<file path="config.mk">
export PLATFORM = sky130hd
export DESIGN_NAME = if_ctrl
export DESIGN_NICKNAME = d
export VERILOG_FILES = /design/src/rtl/if_ctrl_pkg.sv /design/src/rtl/if_pc_reg.sv /design/src/rtl/if_ctrl.sv
export SDC_FILE = /design/constraint.sdc
export NUM_CORES = 1
export LEC_CHECK = 0
export BUFFER_PORTS_ARGS = -buffer_cell sky130_fd_sc_hd__clkbuf_2
export CAP_MARGIN = 20
export CORE_MARGIN = 5
export CORE_UTILIZATION = 30
export DETAILED_ROUTE_END_ITERATION = 10
export SLEW_MARGIN = 40
export SYNTH_ARGS = -nofsm -noshare
export SYNTH_HDL_FRONTEND = slang
export SYNTH_SLANG_ARGS = --single-unit
</file>
<file path="constraint.sdc">
create_clock -name clk -period 2.29 [get_ports clk]
set_input_delay 0 -clock clk [delete_from_list [all_inputs] [get_ports clk]]
set_output_delay 0 -clock clk [all_outputs]
set_load 0.1 [all_outputs]
</file>
<file path="src/rtl/if_ctrl_pkg.sv">
// Shared fetch-stage definitions: reset PC, legal instruction-memory window,
// NOP word and the IF controller state encoding.
package if_ctrl_pkg;

  localparam logic [31:0] RESET_PC   = 32'h0000_1000;
  localparam logic [31:0] IM_LO_BYTE = 32'h0000_1000;
  localparam logic [31:0] IM_HI_BYTE = 32'h0000_2FFC;
  localparam logic [31:0] NOP_WORD   = 32'h0000_0000;

  typedef enum logic [1:0] {
    IF_BOOT  = 2'd0,
    IF_RUN   = 2'd1,
    IF_FAULT = 2'd2
  } if_state_e;

  function automatic logic [31:0] word_align(input logic [31:0] addr);
    return {addr[31:2], 2'b00};
  endfunction

endpackage

</file>
<file path="src/rtl/if_pc_reg.sv">
// Fetch PC register: loads the reset value, then on enable either steps by one
// word or takes a word-aligned redirect target.
module if_pc_reg
  import if_ctrl_pkg::*;
#(
  parameter logic [31:0] RST_VAL = RESET_PC
) (
  input  logic        clk,
  input  logic        reset,
  input  logic        en,
  input  logic        redirect,
  input  logic [31:0] target,
  output logic [31:0] pc
);

  logic [31:0] pc_q;
  logic [31:0] pc_d;

  always_comb begin
    pc_d = pc_q;
    if (en) begin
      pc_d = redirect ? word_align(target) : pc_q + 32'd4;
    end
  end

  always_ff @(posedge clk) begin
    if (reset) begin
      pc_q <= RST_VAL;
    end else begin
      pc_q <= pc_d;
    end
  end

  assign pc = pc_q;

endmodule

</file>
<file path="src/rtl/if_ctrl.sv">
// Instruction-fetch controller: owns the fetch PC, drives instruction-memory
// address and the IF/ID register. Optional range check under IF_BOUNDS_CHECK_EN.
module if_ctrl
  import if_ctrl_pkg::*;
(
  input  logic        clk,
  input  logic        reset,
  output logic [10:0] im_addr,
  input  logic [31:0] im_data,
  input  logic        stall,
  input  logic        br_taken,
  input  logic [31:0] br_target,
  output logic [31:0] pc_f,
  output logic [31:0] ir_d,
  output logic [31:0] pc_d,
  output logic [31:0] pc8_d,
  output logic        d_valid,
  output logic [31:0] fetch_cnt,
  output logic        fetch_fault
);

  if_state_e state_q, state_d;

  logic        pc_en, pc_redirect, ifid_load, ifid_bubble, set_fault, pc_oob;
  logic [31:0] ifid_ir_q, ifid_ir_d;
  logic [31:0] ifid_pc_q, ifid_pc_d;
  logic        valid_q, valid_d;
  logic [31:0] cnt_q, cnt_d;

  if_pc_reg #(.RST_VAL(RESET_PC)) u_pc_reg (
    .clk      (clk),
    .reset    (reset),
    .en       (pc_en),
    .redirect (pc_redirect),
    .target   (br_target),
    .pc       (pc_f)
  );

  assign im_addr = pc_f[12:2];

`ifdef IF_BOUNDS_CHECK_EN
  logic fault_q, fault_d;

  assign pc_oob = (pc_f < IM_LO_BYTE) || (pc_f > IM_HI_BYTE);

  always_comb begin
    fault_d = fault_q | set_fault;
  end

  always_ff @(posedge clk) begin
    if (reset) begin
      fault_q <= 1'b0;
    end else begin
      fault_q <= fault_d;
    end
  end

  assign fetch_fault = fault_q;
`else
  assign pc_oob      = 1'b0;
  assign fetch_fault = 1'b0;
`endif

  always_ff @(posedge clk) begin
    if (reset) begin
      state_q <= IF_BOOT;
    end else begin
      state_q <= state_d;
    end
  end

  always_comb begin
    state_d = state_q;
    unique case (state_q)
      IF_BOOT:  state_d = IF_RUN;
      IF_RUN:   if (!stall && pc_oob) state_d = IF_FAULT;
      IF_FAULT: if (!stall && br_taken) state_d = IF_RUN;
      default:  state_d = IF_BOOT;
    endcase
  end

  // Stall outranks a redirect; a redirect seen while faulting on the fetch is dropped.
  always_comb begin
    pc_en       = 1'b0;
    pc_redirect = 1'b0;
    ifid_load   = 1'b0;
    ifid_bubble = 1'b0;
    set_fault   = 1'b0;
    unique case (state_q)
      IF_RUN: begin
        if (!stall) begin
          if (pc_oob) begin
            ifid_bubble = 1'b1;
            set_fault   = 1'b1;
          end else begin
            pc_en       = 1'b1;
            pc_redirect = br_taken;
            ifid_load   = 1'b1;
          end
        end
      end
      IF_FAULT: begin
        if (!stall && br_taken) begin
          pc_en       = 1'b1;
          pc_redirect = 1'b1;
        end
      end
      default: ;
    endcase
  end

  always_comb begin
    ifid_ir_d = ifid_ir_q;
    ifid_pc_d = ifid_pc_q;
    valid_d   = valid_q;
    cnt_d     = cnt_q;
    if (ifid_load) begin
      ifid_ir_d = im_data;
      ifid_pc_d = pc_f;
      valid_d   = 1'b1;
      cnt_d     = cnt_q + 32'd1;
    end else if (ifid_bubble) begin
      ifid_ir_d = NOP_WORD;
      valid_d   = 1'b0;
    end
  end

  always_ff @(posedge clk) begin
    if (reset) begin
      ifid_ir_q <= NOP_WORD;
      ifid_pc_q <= 32'd0;
      valid_q   <= 1'b0;
      cnt_q     <= 32'd0;
    end else begin
      ifid_ir_q <= ifid_ir_d;
      ifid_pc_q <= ifid_pc_d;
      valid_q   <= valid_d;
      cnt_q     <= cnt_d;
    end
  end

  assign ir_d      = ifid_ir_q;
  assign pc_d      = ifid_pc_q;
  assign pc8_d     = ifid_pc_q + 32'd8;
  assign d_valid   = valid_q;
  assign fetch_cnt = cnt_q;

endmodule

</file>
* Word level (Yosys, flattened, before mapping)
Cells that the tools add are included.
Storage, ports and cells: logic and storage cells 28, register bits after elaboration 131, output and inout port bits 173, input bits 68
Cells by class: eq/ne operators 3, mux-type cells 11, add/subtract/negate cells 3, bitwise gates (word level) 1, reduce and logical (&&, ||, !) cells 4
Operator list (count):
- 32-bit two-way mux | 2
- 32-bit by 1-bit adder with 32-bit output, second input constant | 1
- 32-bit by 3-bit adder with 32-bit output, second input constant | 1
- 32-bit by 4-bit adder with 32-bit output, second input constant | 1
- 2-bit case mux with 3 select lines | 1
- 1-bit two-way mux | 5
- 1-bit case mux with 2 select lines | 2
- 2-bit by 1-bit == test with 1-bit output, second input constant | 1
- 2-bit == test, second input constant | 1
- 2-bit zero test | 1
- 2-bit two-way mux | 1
- 2-bit inequality test, second input constant | 1
- 2-bit AND reduction | 1
- 1-bit logical AND | 1
- 1-bit zero test | 1
- 1-bit NOT | 1

* Logic depth before layout (Yosys ltp)
Gate-level depths: netlist of run 1.
depth in word-level cells 5, mapped depth 7, mapped depth without buffers 5

* Hierarchy
A second synthesis of run 1 with hierarchy kept.
Unflattened totals: cells, all modules 818, area, all modules 6338.6 µm²
By module, submodules not included:
- if_ctrl | instances 1, sequential area each 1961.9 µm², area each 4369.2 µm², cells each 555
- if_pc_reg | instances 1, sequential area each 600.6 µm², area each 1969.4 µm², cells each 263

* Worst setup path before layout of run 1
No wires, ideal clock.
path type register -> output, start reg ifid_pc_q[7], in the netlist pc_d[7], end out pc8_d[20], stages on the path, launching flop included 5, buffers on the path 0, data required time 2.290 ns, slack -1.596 ns, arrival 3.886 ns, cell sequence dfxtp_1 > nand3_1 > nor4_1 > nand4_1 > xnor2_1
Between the ends: cells in the longest elaborated chain, start to end 1
RTL lines:
- start, declared | RTL line if_ctrl.sv:26 | logic [31:0] ifid_pc_q, ifid_pc_d;
- start signal, assigned | RTL line if_ctrl.sv:136 | ifid_pc_q <= ifid_pc_d;
- 32-bit by 4-bit adder with 32-bit output | RTL line if_ctrl.sv:144 | assign pc8_d = ifid_pc_q + 32'd8;
- end, declared | RTL line if_ctrl.sv:16 | output logic [31:0] pc8_d,
No other way between the ends.

* Worst setup path in the final report of run 1
start reg ifid_pc_q[18], in the netlist pc_d[18], end out pc8_d[31]
The elaborated chain is that of the path after synthesis.

==> metrics, run 1 <==
status complete, no violations; mux contribution to synthesized area 1.36%; critical path launch point type flip-flop; top layer in use met4; Synth Area in XOR/XNOR 5.12%; Ports 241; adder-cell share of the synthesized area 0.593%; Top FF cell, synth dfxtp_1; GR Overflow Total 0; initial antenna violation count 2; Synth Register Bits 126; total core area 0.0209 mm^2; syn avg cell area 7.68 um^2; DRT iter0 DRCs 393; Layout Nets 1170; P per Cell Area 632 mW/mm^2; number of H-tree levels 4; CP Capture Type output pin; first-pass GRT wire length 35200 um; Critical Path Source pc_d[18]; ys async rst share 0%; Vias 6954; setup_tns 0 ps; # fillers 2056; met1 WL 9670 um; Post-DP HPWL 15400 um; hold slack 28.6 ps; WL met3 1640 um; drc violations 0; VDD IR max 0.000508 V; worst rel slew slack 52.3%; Layout Area Growth over Synthesis 53.6%; DR WL/cell 15.7 um; Finish-stage setup viols 0; Yosys top cell area share 39.8%; Hold Vio Cnt, Final 0; Initial Utilization 30.3%; max-cap violation count 0; leading area contributor after synthesis dfxtp_1; port bufs 231; met2 routed WL 10100 um; Seq/Total Area, Yosys 39.8%; Root Driver clkbuf_16; warnings from Yosys 0; CP arrival 2160 ps; largest net degree at the start of global routing 63; fmax 462 MHz; post-synthesis simple-gate area fraction 28.7%; die height 155 um; most frequent cells after synthesis nand2_1, dfxtp_1, a21oi_1; Total GRT Usage 17.8%; clock slew at reported path FFs 60 ps; RR Startpoint fetch_cnt[11]; startpoint of the worst hold path br_target[23]; top post-synthesis cells by area dfxtp_1, nand2_1, a21oi_1; Clock Skews 17.9 ps; Core Rows 53; DRT Pass-1 Iters 5; FF/Latch Area 0.00267 mm^2; routed vias/inst 5.01; clock tree buffer depth 2; area occupied by multi-input gates 0.00384 mm^2; antenna-violating nets left 0; Post-synth EDFFs 0; Leak Pwr 3.97 nW; fin. max-slew vios 0; total CTS buffers 17; Worst Path Required 2290 ps; Gate Count Post-Synth 825; RePlAce Congestion 0.804; Tightest Hold Check Type primary input to flip-flop; Clock Latency Late Sink 420 ps; DIE WIDTH 155 um; min Tclk post-route 2160 ps; Max FO, Critical Path 6; Cell Area, Synth 0.00633 mm^2; Synth Area in Compound Gates 17.7%; largest family of logic cells by synthesized area simple AND/OR/NAND/NOR gates; number of global-route vias before repair 6760; ratio of cells with drive above 1 in the final layout 36.8%; CP Class flip-flop to output pin; Period Utilization, post-route 94.5%; die area 0.0241 mm^2; most common cell in the synthesized netlist nand2_1; synth unique cells 59; CTS tree yes; final wirelength 21900 um; clk sinks 126; worst slew pin tran 716 ps
-- layer usage --
layer  track usage (%)  vias up
met5                 0        -
met4              5.79        0
met3              5.56       36
met2              28.5      245
met1              22.9     3198
li1                  -     3475
-- worst paths after layout --
check | cells after the start | endpoint | slack [ps]
max reg2reg | 5 | fetch_cnt[25] | 270
min | 3 | u_pc_reg.pc[23] | 30
min reg2reg | 2 | ir_d[30] | 450
max | 5 | pc8_d[31] | 130
-- cells by family after synthesis --
logic type,after synthesis
adder cells (fa/ha/maj),3
AO/OA/AOI/OAI,186
AND/OR/NAND/NOR,372
XOR/XNOR,37
other,1
multiplexers,8
buffers and inverters,92
flip-flops,126
-- layout by cell type (no fill, tap or decap), types with 19 or more instances in the layout --
| cell type | n |
|---|---|
| nand3_1 | 39 |
| dlygate4sd3_1 | 55 |
| nand2_1 | 173 |
| o21ai_0 | 19 |
| dfxtp_4 | 26 |
| dfxtp_1 | 57 |
| dfxtp_2 | 43 |
| nand4_1 | 24 |
| buf_4 | 38 |
| nor2_1 | 37 |
| clkbuf_2 | 211 |
| a21oi_1 | 102 |
-- power breakdown --
part	internal [mW]	switching, mW
clock	1.61	0.992
combinational	0.280	0.935
sequential	2.24	0.0858
total	4.13	2.01
-- cell type report --
class	instances	area share, %
diodes	2	0.0514
clock buffers	26	5.14
flip-flops and latches	126	27.5
clock inverters	6	0.630
well taps	275	3.54
repair buffers	325	23.1
multi-input cells	613	39.4
inverters	16	0.617
-- sequential cells by signal (all words and copies together) (netlist names) --
register	flops
state_q	1
fetch_cnt	32
pc_d	30
d_valid	1
u_pc_reg.pc	30
ir_d	32
-- worst max-delay path: stages, from the launching register on --
cell	delay [ps]
dfxtp_4	400
nand4_1	260
nor4_4	360
nand4_1	280
xnor2_4	250
buf_12	190
-- metrics by stage --
step	instance area (um^2)	util (%)	total power, mW	worst slack (ps)	cells
4_1_cts	9630	46.1	6.22	2.84	1378
2_1_floorplan	6900	-	3.27	-1.35	831
3_5_place_dp	8490	40.7	3.50	299	1290
6_report	9730	46.6	6.15	126	1389
5_1_grt	9730	46.6	6.39	-0.991	1389
3_3_place_gp	8490	40.7	3.50	290	1290
-- what timing repair did --
item                                    CTS  global route
endpoints found under the setup margin   10             8
hold endpoints to repair                 56             0
cloned                                    0             0
hold buffers                             55             0
resized for setup                         4            10
pin swaps                                 1             5
buffers inserted                          1             9
(Power assumes the default switching activity.)
==> run 2, diff against run 1 <==
Settings changed: CORE_UTILIZATION 30 to 50, PLACE_DENSITY set to 0.81.
==> metrics, run 2 (same netlist as run 1, synthesis figures left out) <==
Clock Latency Late Sink 420 ps; # fillers 916; drc violations 0; initial antenna violation count 1; P per Cell Area 640 mW/mm^2; Layout Area Growth over Synthesis 49.7%; largest net degree at the start of global routing 70; FF/Latch Area 0.00267 mm^2; clock tree buffer depth 2; GR Overflow Total 0; min Tclk post-route 2210 ps; die height 123 um; fin. max-slew vios 0; Root Driver clkbuf_16; hold slack 16.9 ps; Ports 241; Tightest Hold Check Type primary input to flip-flop; antenna-violating nets left 0; CP arrival 2210 ps; Clock Skews 5.96 ps; final wirelength 20800 um; pre-CTS setup slack 285 ps; Initial Utilization 50.6%; critical path launch point type flip-flop; commonest non-fill, non-tap cell in the layout clkbuf_2; CP Capture Type output pin; post-route setup slack 77.2 ps; die area 0.0150 mm^2; worst rel slew slack 49.9%; Period Utilization, post-route 96.6%; Worst Path Required 2290 ps; DRT iter0 DRCs 502; VDD IR max 0.000538 V; Core Rows 41; clk sinks 126; port bufs 231; number of global-route vias before repair 6605; DP Area 0.00829 mm^2; Finish-stage setup viols 0; DRT Pass-1 Iters 5; DIE WIDTH 123 um; max-cap violation count 0; DR WL/cell 16.4 um; area occupied by multi-input gates 0.00383 mm^2; Max FO, Critical Path 8; total CTS buffers 17; fmax 452 MHz; status complete, no violations; routed vias/inst 5.60; Layout Nets 1157; Final Cell Area 0.00948 mm^2; CP Class flip-flop to output pin; Leak Pwr 3.89 nW; ratio of cells with drive above 1 in the final layout 36.2%; RePlAce Congestion 0.880; Post-DP HPWL 13700 um; first-pass GRT wire length 32600 um; number of H-tree levels 4; worst slew pin tran 751 ps; Vias 7119; clock slew at reported path FFs 50 ps; Total GRT Usage 26.8%; commonest cells after routing, fill and taps aside clkbuf_2, nand2_1, a21oi_1; total core area 0.0125 mm^2; Hold Vio Cnt, Final 0; CTS tree yes
[run 2: cell types whose count changed in the layout (fill, tap and decap cells not counted), sizes merged]
cell | before | now
clkinvlp | 2 | 0
inv | 17 | 16
clkinv | 2 | 6
dlygate4sd3 | 55 | 58
diode | 2 | 1
clkbuf | 238 | 240
buf | 58 | 39
[run 2: metal layers]
layer	wire length [um]	track usage (%)	share of wire (%)
met3	1730	8.53	8.3
met2	10300	45.4	50
met1	8540	32.9	41
met4	231	7.42	1.1
met5	0	0	0
[run 2: worst paths after layout]
path,slack (ps),from,to,depth (start not counted)
max,80,pc_d[10],pc8_d[31],7
min,20,stall,pc_d[19],4
max reg2reg,110,u_pc_reg.pc[2],u_pc_reg.pc[24],6
min reg2reg,450,ir_d[29],ir_d[29],2
[run 2: cell type report]
class	instances	share of cell area [%]
clock inverters	7	0.634
inverters	16	0.634
diodes	1	0.0264
flip-flops and latches	126	28.2
clock buffers	25	5.23
multi-input cells	613	40.4
well taps	172	2.27
repair buffers	312	22.6
[run 2: critical path, stage by stage, from the launching register on]
cell,delay (ps)
dfxtp_4,390
nand4_1,100
buf_4,180
nor4_4,290
buf_6,180
nand4_1,240
xnor2_4,240
buf_12,190
[run 2: metrics by stage]
step	utilization [%]	std cells	power, mW	TNS [ps]
2_1_floorplan	-	831	3.27	-1.35
3_3_place_gp	66.2	1177	3.47	0
3_5_place_dp	66.2	1177	3.48	0
4_1_cts	75.5	1268	6.08	0
5_1_grt	75.7	1272	6.28	-0.941
6_report	75.7	1272	6.07	0
[run 2: repair_timing]
| item | in CTS | in global routing |
|---|---|---|
| setup buffers | 1 | 3 |
| hold buffers | 58 | 0 |
| hold endpoints to repair | 58 | 0 |
| pin swaps | 2 | 2 |
| gates resized for setup | 4 | 3 |
| endpoints found under the setup margin | 8 | 6 |
[run 2: report_power, final]
part	internal (mW)	switching, mW
Combinational	0.272	0.925
Clock	1.59	0.942
Sequential	2.24	0.0942
Total	4.11	1.96
